==> src/rtl/div_clk_meter.sv <==
`default_nettype none
// +--------------------------------------------------------------------------+
// | div_clk_meter                                                            |
// | Measures the period of a divided clock in clk_i cycles, flags lock/timeout|
// | Revision: 1.0                                                            |
// +--------------------------------------------------------------------------+
module div_clk_meter #(
  parameter int CNT_W    = 8,
  parameter int TIMEOUT  = 255,
  parameter int LOCK_CNT = 4,
  parameter int TOL      = 0
) (
  input  logic             clk_i,
  input  logic             rstn_i,
  input  logic             div_clk_i,
  output logic             edge_o,
  output logic [CNT_W-1:0] period_o,
  output logic             period_valid_o,
  output logic             locked_o,
  output logic             timeout_o
);

  localparam int MC_W = $clog2(LOCK_CNT + 1);
  localparam logic [CNT_W-1:0] c_TIMEOUT  = CNT_W'(TIMEOUT);
  localparam logic [CNT_W-1:0] c_CNT_MAX  = '1;
  localparam logic [MC_W-1:0]  c_LOCK_CNT = MC_W'(LOCK_CNT);
  localparam logic [CNT_W:0]   c_TOL      = (CNT_W + 1)'(TOL);

  typedef enum logic [1:0] {
    ST_SEEK  = 2'd0,
    ST_FIRST = 2'd1,
    ST_TRACK = 2'd2
  } state_t;

  state_t           r_state;
  logic             r_s1, r_s2, r_s3;
  logic [CNT_W-1:0] r_cnt;
  logic [CNT_W-1:0] r_ref;
  logic [MC_W-1:0]  r_mcnt;

  logic             w_ev;
  logic [CNT_W:0]   w_diff;
  logic             w_match;
  logic [MC_W-1:0]  w_mcnt_next;

  assign w_ev = r_s2 & ~r_s3;

  // One extra bit keeps the absolute difference free of wrap-around
  assign w_diff = (r_cnt >= r_ref) ? ({1'b0, r_cnt} - {1'b0, r_ref})
                                   : ({1'b0, r_ref} - {1'b0, r_cnt});
  assign w_match = (w_diff <= c_TOL);
  assign w_mcnt_next = !w_match                  ? '0 :
                       (r_mcnt == c_LOCK_CNT)    ? r_mcnt :
                                                   r_mcnt + MC_W'(1);

  always_ff @(posedge clk_i or negedge rstn_i) begin
    if (!rstn_i) begin
      r_state        <= ST_SEEK;
      r_s1           <= 1'b0;
      r_s2           <= 1'b0;
      r_s3           <= 1'b0;
      r_cnt          <= '0;
      r_ref          <= '0;
      r_mcnt         <= '0;
      edge_o         <= 1'b0;
      period_o       <= '0;
      period_valid_o <= 1'b0;
      locked_o       <= 1'b0;
      timeout_o      <= 1'b0;
    end else begin
      r_s1           <= div_clk_i;
      r_s2           <= r_s1;
      r_s3           <= r_s2;
      edge_o         <= w_ev;
      period_valid_o <= 1'b0;

      if (w_ev)
        r_cnt <= CNT_W'(1);
      else if (r_cnt != c_CNT_MAX)
        r_cnt <= r_cnt + CNT_W'(1);

      if (w_ev)
        timeout_o <= 1'b0;

      case (r_state)
        ST_SEEK: begin
          if (w_ev)
            r_state <= ST_FIRST;
        end
        ST_FIRST: begin
          if (w_ev) begin
            period_o       <= r_cnt;
            period_valid_o <= 1'b1;
            r_ref          <= r_cnt;
            r_mcnt         <= '0;
            locked_o       <= 1'b0;
            r_state        <= ST_TRACK;
          end else if (r_cnt == c_TIMEOUT) begin
            timeout_o <= 1'b1;
            locked_o  <= 1'b0;
            r_mcnt    <= '0;
            r_state   <= ST_SEEK;
          end
        end
        ST_TRACK: begin
          if (w_ev) begin
            period_o       <= r_cnt;
            period_valid_o <= 1'b1;
            r_ref          <= r_cnt;
            r_mcnt         <= w_mcnt_next;
            locked_o       <= (w_mcnt_next == c_LOCK_CNT);
          end else if (r_cnt == c_TIMEOUT) begin
            timeout_o <= 1'b1;
            locked_o  <= 1'b0;
            r_mcnt    <= '0;
            r_state   <= ST_SEEK;
          end
        end
        default: r_state <= ST_SEEK;
      endcase
    end
  end

endmodule
`default_nettype wire

==> config.mk <==
export PLATFORM = sky130hd
export DESIGN_NAME = div_clk_meter
export DESIGN_NICKNAME = d
export VERILOG_FILES = /design/src/rtl/div_clk_meter.sv
export SDC_FILE = /design/constraint.sdc
export NUM_CORES = 1
export LEC_CHECK = 0
export CAP_MARGIN = 10
export CORE_MARGIN = 2
export CORE_UTILIZATION = 53
export DETAILED_ROUTE_END_ITERATION = 8
export GPL_ROUTABILITY_DRIVEN = 1
export PLACE_DENSITY = 0.76
export SYNTH_ARGS = -nofsm -noshare
export SYNTH_HDL_FRONTEND = slang
export SYNTH_SLANG_ARGS = --single-unit
==> constraint.sdc <==
create_clock -name clk_i -period 2.19 [get_ports clk_i]
set_clock_uncertainty 0.2 [all_clocks]
set_input_delay 0.438 -clock clk_i [delete_from_list [all_inputs] [get_ports clk_i]]
set_output_delay 0.438 -clock clk_i [all_outputs]
set_load 0.02 [all_outputs]
# Yosys cells after proc, flatten, opt, wreduce, memory -nomap -nowiden
# Cells that the tools add are included.
[classes]
addsub = 4
order_cmp = 2
n_mul = 0
shifts = 0
n_eq_ne = 8
n_div = 0
n_bitwise = 2
muxes = 24
n_reduce_logical = 6
[ops]
columns = ["cell", "count"]
rows = [
  ["8-bit by 8-bit subtractor with 9-bit output", 2],
  ["8-bit two-way mux", 2],
  ["3-bit two-way mux", 5],
  ["9-bit by 1-bit <= comparator with 1-bit output (second input constant)", 1],
  ["1-bit two-way mux", 9],
  ["9-bit two-way mux", 1],
  ["8-bit by 1-bit adder with 8-bit output (second input constant)", 1],
  ["8-bit == test (second input constant)", 1],
  ["8-bit greater-or-equal comparator", 1],
  ["2-bit two-way mux", 4],
  ["8-bit inequality test (second input constant)", 1],
  ["3-bit == test (second input constant)", 2],
  ["2-bit one-hot mux with 3 select lines", 1],
  ["3-bit one-hot mux with 2 select lines", 1],
  ["2-bit inequality test (second input constant)", 2],
  ["2-bit AND reduction", 2],
  ["2-bit nonzero test", 2],
  ["3-bit by 1-bit adder with 3-bit output (second input constant)", 1],
  ["2-bit by 1-bit == test with 1-bit output (second input constant)", 1],
  ["2-bit == test (second input constant)", 1],
  ["2-bit logical NOT", 1],
  ["1-bit one-hot mux with 2 select lines", 1],
  ["2-bit OR reduction", 1],
  ["1-bit bitwise AND", 1],
  ["1-bit NOT", 1],
]
[word_totals]
inputBits = 3
ramBits = 0
regBits = 28
latch_bits = 0
memories = 0
romBits = 0
output_inout_bits = 12

# Longest topological paths before layout
[logic_depth]
ltp_word = 7
depth_mapped = 10
depth_no_buf = 9

# Least setup slack after synthesis
# No wires, ideal clock.
[synth_timing]
path_kind = "flip-flop to flip-flop"
start = "reg r_ref[1]"
end = "reg r_mcnt[0]"
path_buffers = 0
setup_time_ns = 0.126
stages_incl_launch_ff = 10
setup_slack_ns = -0.375
arrival_ns = 2.239
t_required_ns = 1.864
path_cell_list = "dfrtp_1 > inv_1 > ha_1 > nor2b_4 > o31a_1 > o21ai_1 > a211oi_1 > o221ai_2 > a21oi_1 > a221o_1"
[synth_between]
elab_chain_cells = 6
elab_cells_between_ends = 8
[synth_lines]
columns = ["element", "line_no", "text"]
rows = [
  ["from (decl)", "38", "logic [CNT_W-1:0] r_ref;"],
  ["from (signal assigned)", "94", "r_ref <= r_cnt;"],
  ["from (signal assigned)", "109", "r_ref <= r_cnt;"],
  ["8-bit by 8-bit subtractor with 9-bit output (tied with other cells)", "50", ": ({1'b0, r_ref} - {1'b0, r_cnt});"],
  ["9-bit two-way mux *", "49", "assign w_diff = (r_cnt >= r_ref) ? ({1'b0, r_cnt} - {1'b0, r_ref})"],
  ["9-bit by 1-bit <= comparator with 1-bit output *", "51", "assign w_match = (w_diff <= c_TOL);"],
  ["3-bit two-way mux *", "52", "assign w_mcnt_next = !w_match ? '0 :"],
  ["3-bit two-way mux *", "106", "if (w_ev) begin"],
  ["3-bit one-hot mux with 2 select lines *", "85", "case (r_state)"],
  ["to (signal assigned)", "110", "r_mcnt <= w_mcnt_next;"],
  ["to (decl)", "39", "logic [MC_W-1:0] r_mcnt;"],
]
# Mark *: on every way between the ends. The rest lies on a longest branch, timed or not.
# A chain may end at the register's enable or synchronous reset.

# Worst setup path in the final report
[layout_timing]
start = "reg r_ref[1]"
end = "reg r_mcnt[2]"
# Same word-level chain as after synthesis.

==> out/summary.txt <==
number of global-route vias before repair - 1,759
drt first-iter violations - 73
maximum VDD drop - 0.7637 mV
multiplexer share of the synthesized area - 0.5000%
required time of the critical path - 2.22 ns
Synth Flop Type - dfrtp_1
WHS - 0.1762 ns
DRC - 0
YS warnings - 0
compound-cell area share of the yosys netlist - 23.63%
leakage power - 1.223 nW
initial cell density of the core - 55.10%
internal power contribution - 1.759 mW
fraction of layout cells with a size suffix above 1 - 29.47%
dpl hpwl - 3.671 mm
Placement Cell Area - 2549 µm²
achievable frequency - 389.6 MHz
post-route insts no fill - 333
# Max-Cap Violations - 0
Avg WL per Cell - 14.36 µm
Worst Setup Start Kind - flip-flop
synthesis-to-finish area growth - 35.25%
PD cells - 1132 nW/µm²
CP max FO - 5
drt via density - 5.517
Top Ports - 15
Comb pwr share - 66.5%
clock-pin slew on the worst setup and hold paths - 0.10 ns
fin crit share - 117.2%
GR Util All Layers - 23.20%
final setup margin - -0.3764 ns
status - complete, but fails checks
placed insts - 327
Synth Net Count - 251
First-pass DRT Iterations - 4
die footprint - 4285 µm²
die width - 65.46 µm
Avg Inst Size Synth - 8.897 µm²
Clock power frac - 10.7%
Syn Std Cell Area - 2002 µm²
clock buffer count from CTS - 3
vias - 1,837
number of flops mapped to enable cells by yosys - 0
# fillers - 270
Clock Sinks - 28
routed wire length - 4.781 mm
Slew headroom - 59.98%
initial antenna violation count - 0
Final Setup Violations - 4
first-pass GRT wire length - 7.645 mm
Async SR Flop Fraction - 100.0%
min-delay worst type - reg2reg
H-tree depth reported by CTS - 1
clock buffer depth - 2
post-synthesis register bit count - 28
sequential area share after synthesis - 35.00%
post-route ant nets - 0
Core ar. - 3633 µm²
switch share - 42.63%
final core occ - 74.52%
WS Path Type - reg2reg
cells after synthesis - 225
GRT Residual Overflow - 0
die height - 65.46 µm
min Tclk post-route - 2.566 ns
switching pwr - 1.307 mW
clock tree root driver cell - clkbuf_8
post-route cell area - 2708 µm²
largest net degree at the start of global routing - 29
RSZ-0062 raised after global routing - yes
CP Capture Type - flip-flop
final hold viol count - 0
failing checks - setup timing
number of diodes - 0
max-slew violations - 0
Net count, final - 312
# port buffers - 14
Placer Congestion - 0.8844
TritonCTS clock tree - yes
worst skew pair latency - 0.28 ns
post-synthesis cell type count - 51
post-synthesis simple-gate area fraction - 16.81%
critical path data arrival time - 2.59 ns
largest family of logic cells by synthesized area - compound AO/OA/AOI/OAI gates
Worst Tran Pin Value - 0.5940 ns
Setup TNS - -1.341 ns
FP Rows - 22
share of power burned in registers - 22.9%
Synth Area in XOR/XNOR - 2.188%
Synth Area in Adders - 14.37%
[per-layer routing]
layer  GRT usage (%)  vias to the layer above  wire, µm
met4           9.375                        0       112
met5               0                        -         0
met3           3.253                       12       165
li1                -                      924         -
met1           30.97                      861      2286
met2           38.01                       40      2217
[state kept, by name, summed over array words and instances (netlist names)]
signal,flops
edge_o,1
locked_o,1
period_valid_o,1
r_cnt,8
r_mcnt,3
r_ref,8
r_s1,1
r_s2,1
r_s3,1
r_state,2
timeout_o,1
[worst max-delay path, stage by stage, from the launching register on]
cell	delay, ns
dfrtp_2	0.44
inv_2	0.07
ha_4	0.20
nor2b_4	0.13
o31a_1	0.32
or3_1	0.34
o22ai_2	0.20
o221ai_4	0.17
a221oi_2	0.27
o22a_1	0.16
[power groups by stage]
stage                     Sequential (mW)  Clock (mW)  Combinational, mW
after floorplan                     0.755           0               1.17
after global placement              0.701           0               1.73
after detailed placement            0.706           0               1.79
after CTS                           0.697       0.330               1.80
after global routing                0.712       0.350               2.22
final                               0.701       0.327               2.04
[Yosys cell counts (2+ instances only)]
master,instances,share of area (%)
o31ai_1,3,1.1
a22o_1,3,1.3
dfrtp_1,28,35
xnor2_1,4,1.7
o21bai_1,2,0.75
o211ai_1,2,0.75
clkbuf_1,4,0.75
and2_1,4,1.2
buf_2,3,0.75
and3_1,2,0.62
and4_1,2,0.88
ha_1,23,14
nand2_1,13,2.4
a31oi_1,4,1.2
nand3_1,9,2.2
a21oi_1,14,3.5
nor2_1,9,1.7
o21ai_0,19,4.7
nor2b_1,4,1.2
o21a_1,3,1.1
nand2b_1,3,0.94
nand4_1,4,1.2
a211oi_1,5,1.9
nor3_1,5,1.2
inv_1,27,5.1
[cell usage in the layout (no fill, tap or decap), drive strengths merged, types with 5 or more instances in the layout]
master,netlist,layout
a21oi,14,14
a211oi,5,5
nor2,9,9
ha,23,23
inv,27,27
buf,5,51
nor3,5,5
nor2b,5,5
nand2,13,13
nand3,9,9
o21ai,20,20
clkdlybuf4s50,0,14
dfrtp,28,28
[kinds of logic after synthesis]
logic type	after synthesis
DFF	28
muxes	1
adders and majority gates	23
xor gates and xnor gates	5
and+or+nand+nor	62
buffers and inverters	36
AOI/OAI and AO/OA	70
[through the flow]
| step | power [mW] | setup slack (ns) |
|---|---|---|
| after floorplan | 1.924 | -0.2359 |
| after global placement | 2.436 | -0.3122 |
| after detailed placement | 2.495 | -0.3504 |
| after CTS | 2.831 | -0.3256 |
| after global routing | 3.287 | -0.4773 |
| final | 3.065 | -0.3764 |
[final cells by class]
| type | instances | area, µm² | share of cell area, % |
|---|---|---|---|
| well taps | 48 | 60.06 | 2.218 |
| inverters | 27 | 101.3 | 3.743 |
| multi-input cells | 161 | 1260 | 46.53 |
| flip-flops and latches | 28 | 708.2 | 26.16 |
| repair buffers | 65 | 523.0 | 19.32 |
| clock buffers | 4 | 55.05 | 2.033 |
[timing repair]
item / 4_1_cts / 5_1_grt
endpoints found under the hold margin: 0 / 0
pin swaps: 1 / 10
endpoints found under the setup margin: 4 / 5
buffers inserted: 0 / 2
hold buffers: 0 / 0
gates resized for setup: 2 / 16
[final timing paths]
kind / start / to / slack [ns] / depth (start not counted)
worst max-delay path: r_ref[1] / r_mcnt[2] / -0.38 / 9
worst min register to register: r_s1 / r_s2 / 0.18 / 0
worst min-delay path: r_s1 / r_s2 / 0.18 / 0
worst max register to register: r_ref[1] / r_mcnt[2] / -0.38 / 9
max in group asynchronous: rstn_i / r_ref[1] / 1.17 / 2
min in group asynchronous: rstn_i / r_ref[5] / 0.33 / 2
Note: power is estimated with default switching activity, not from simulation.
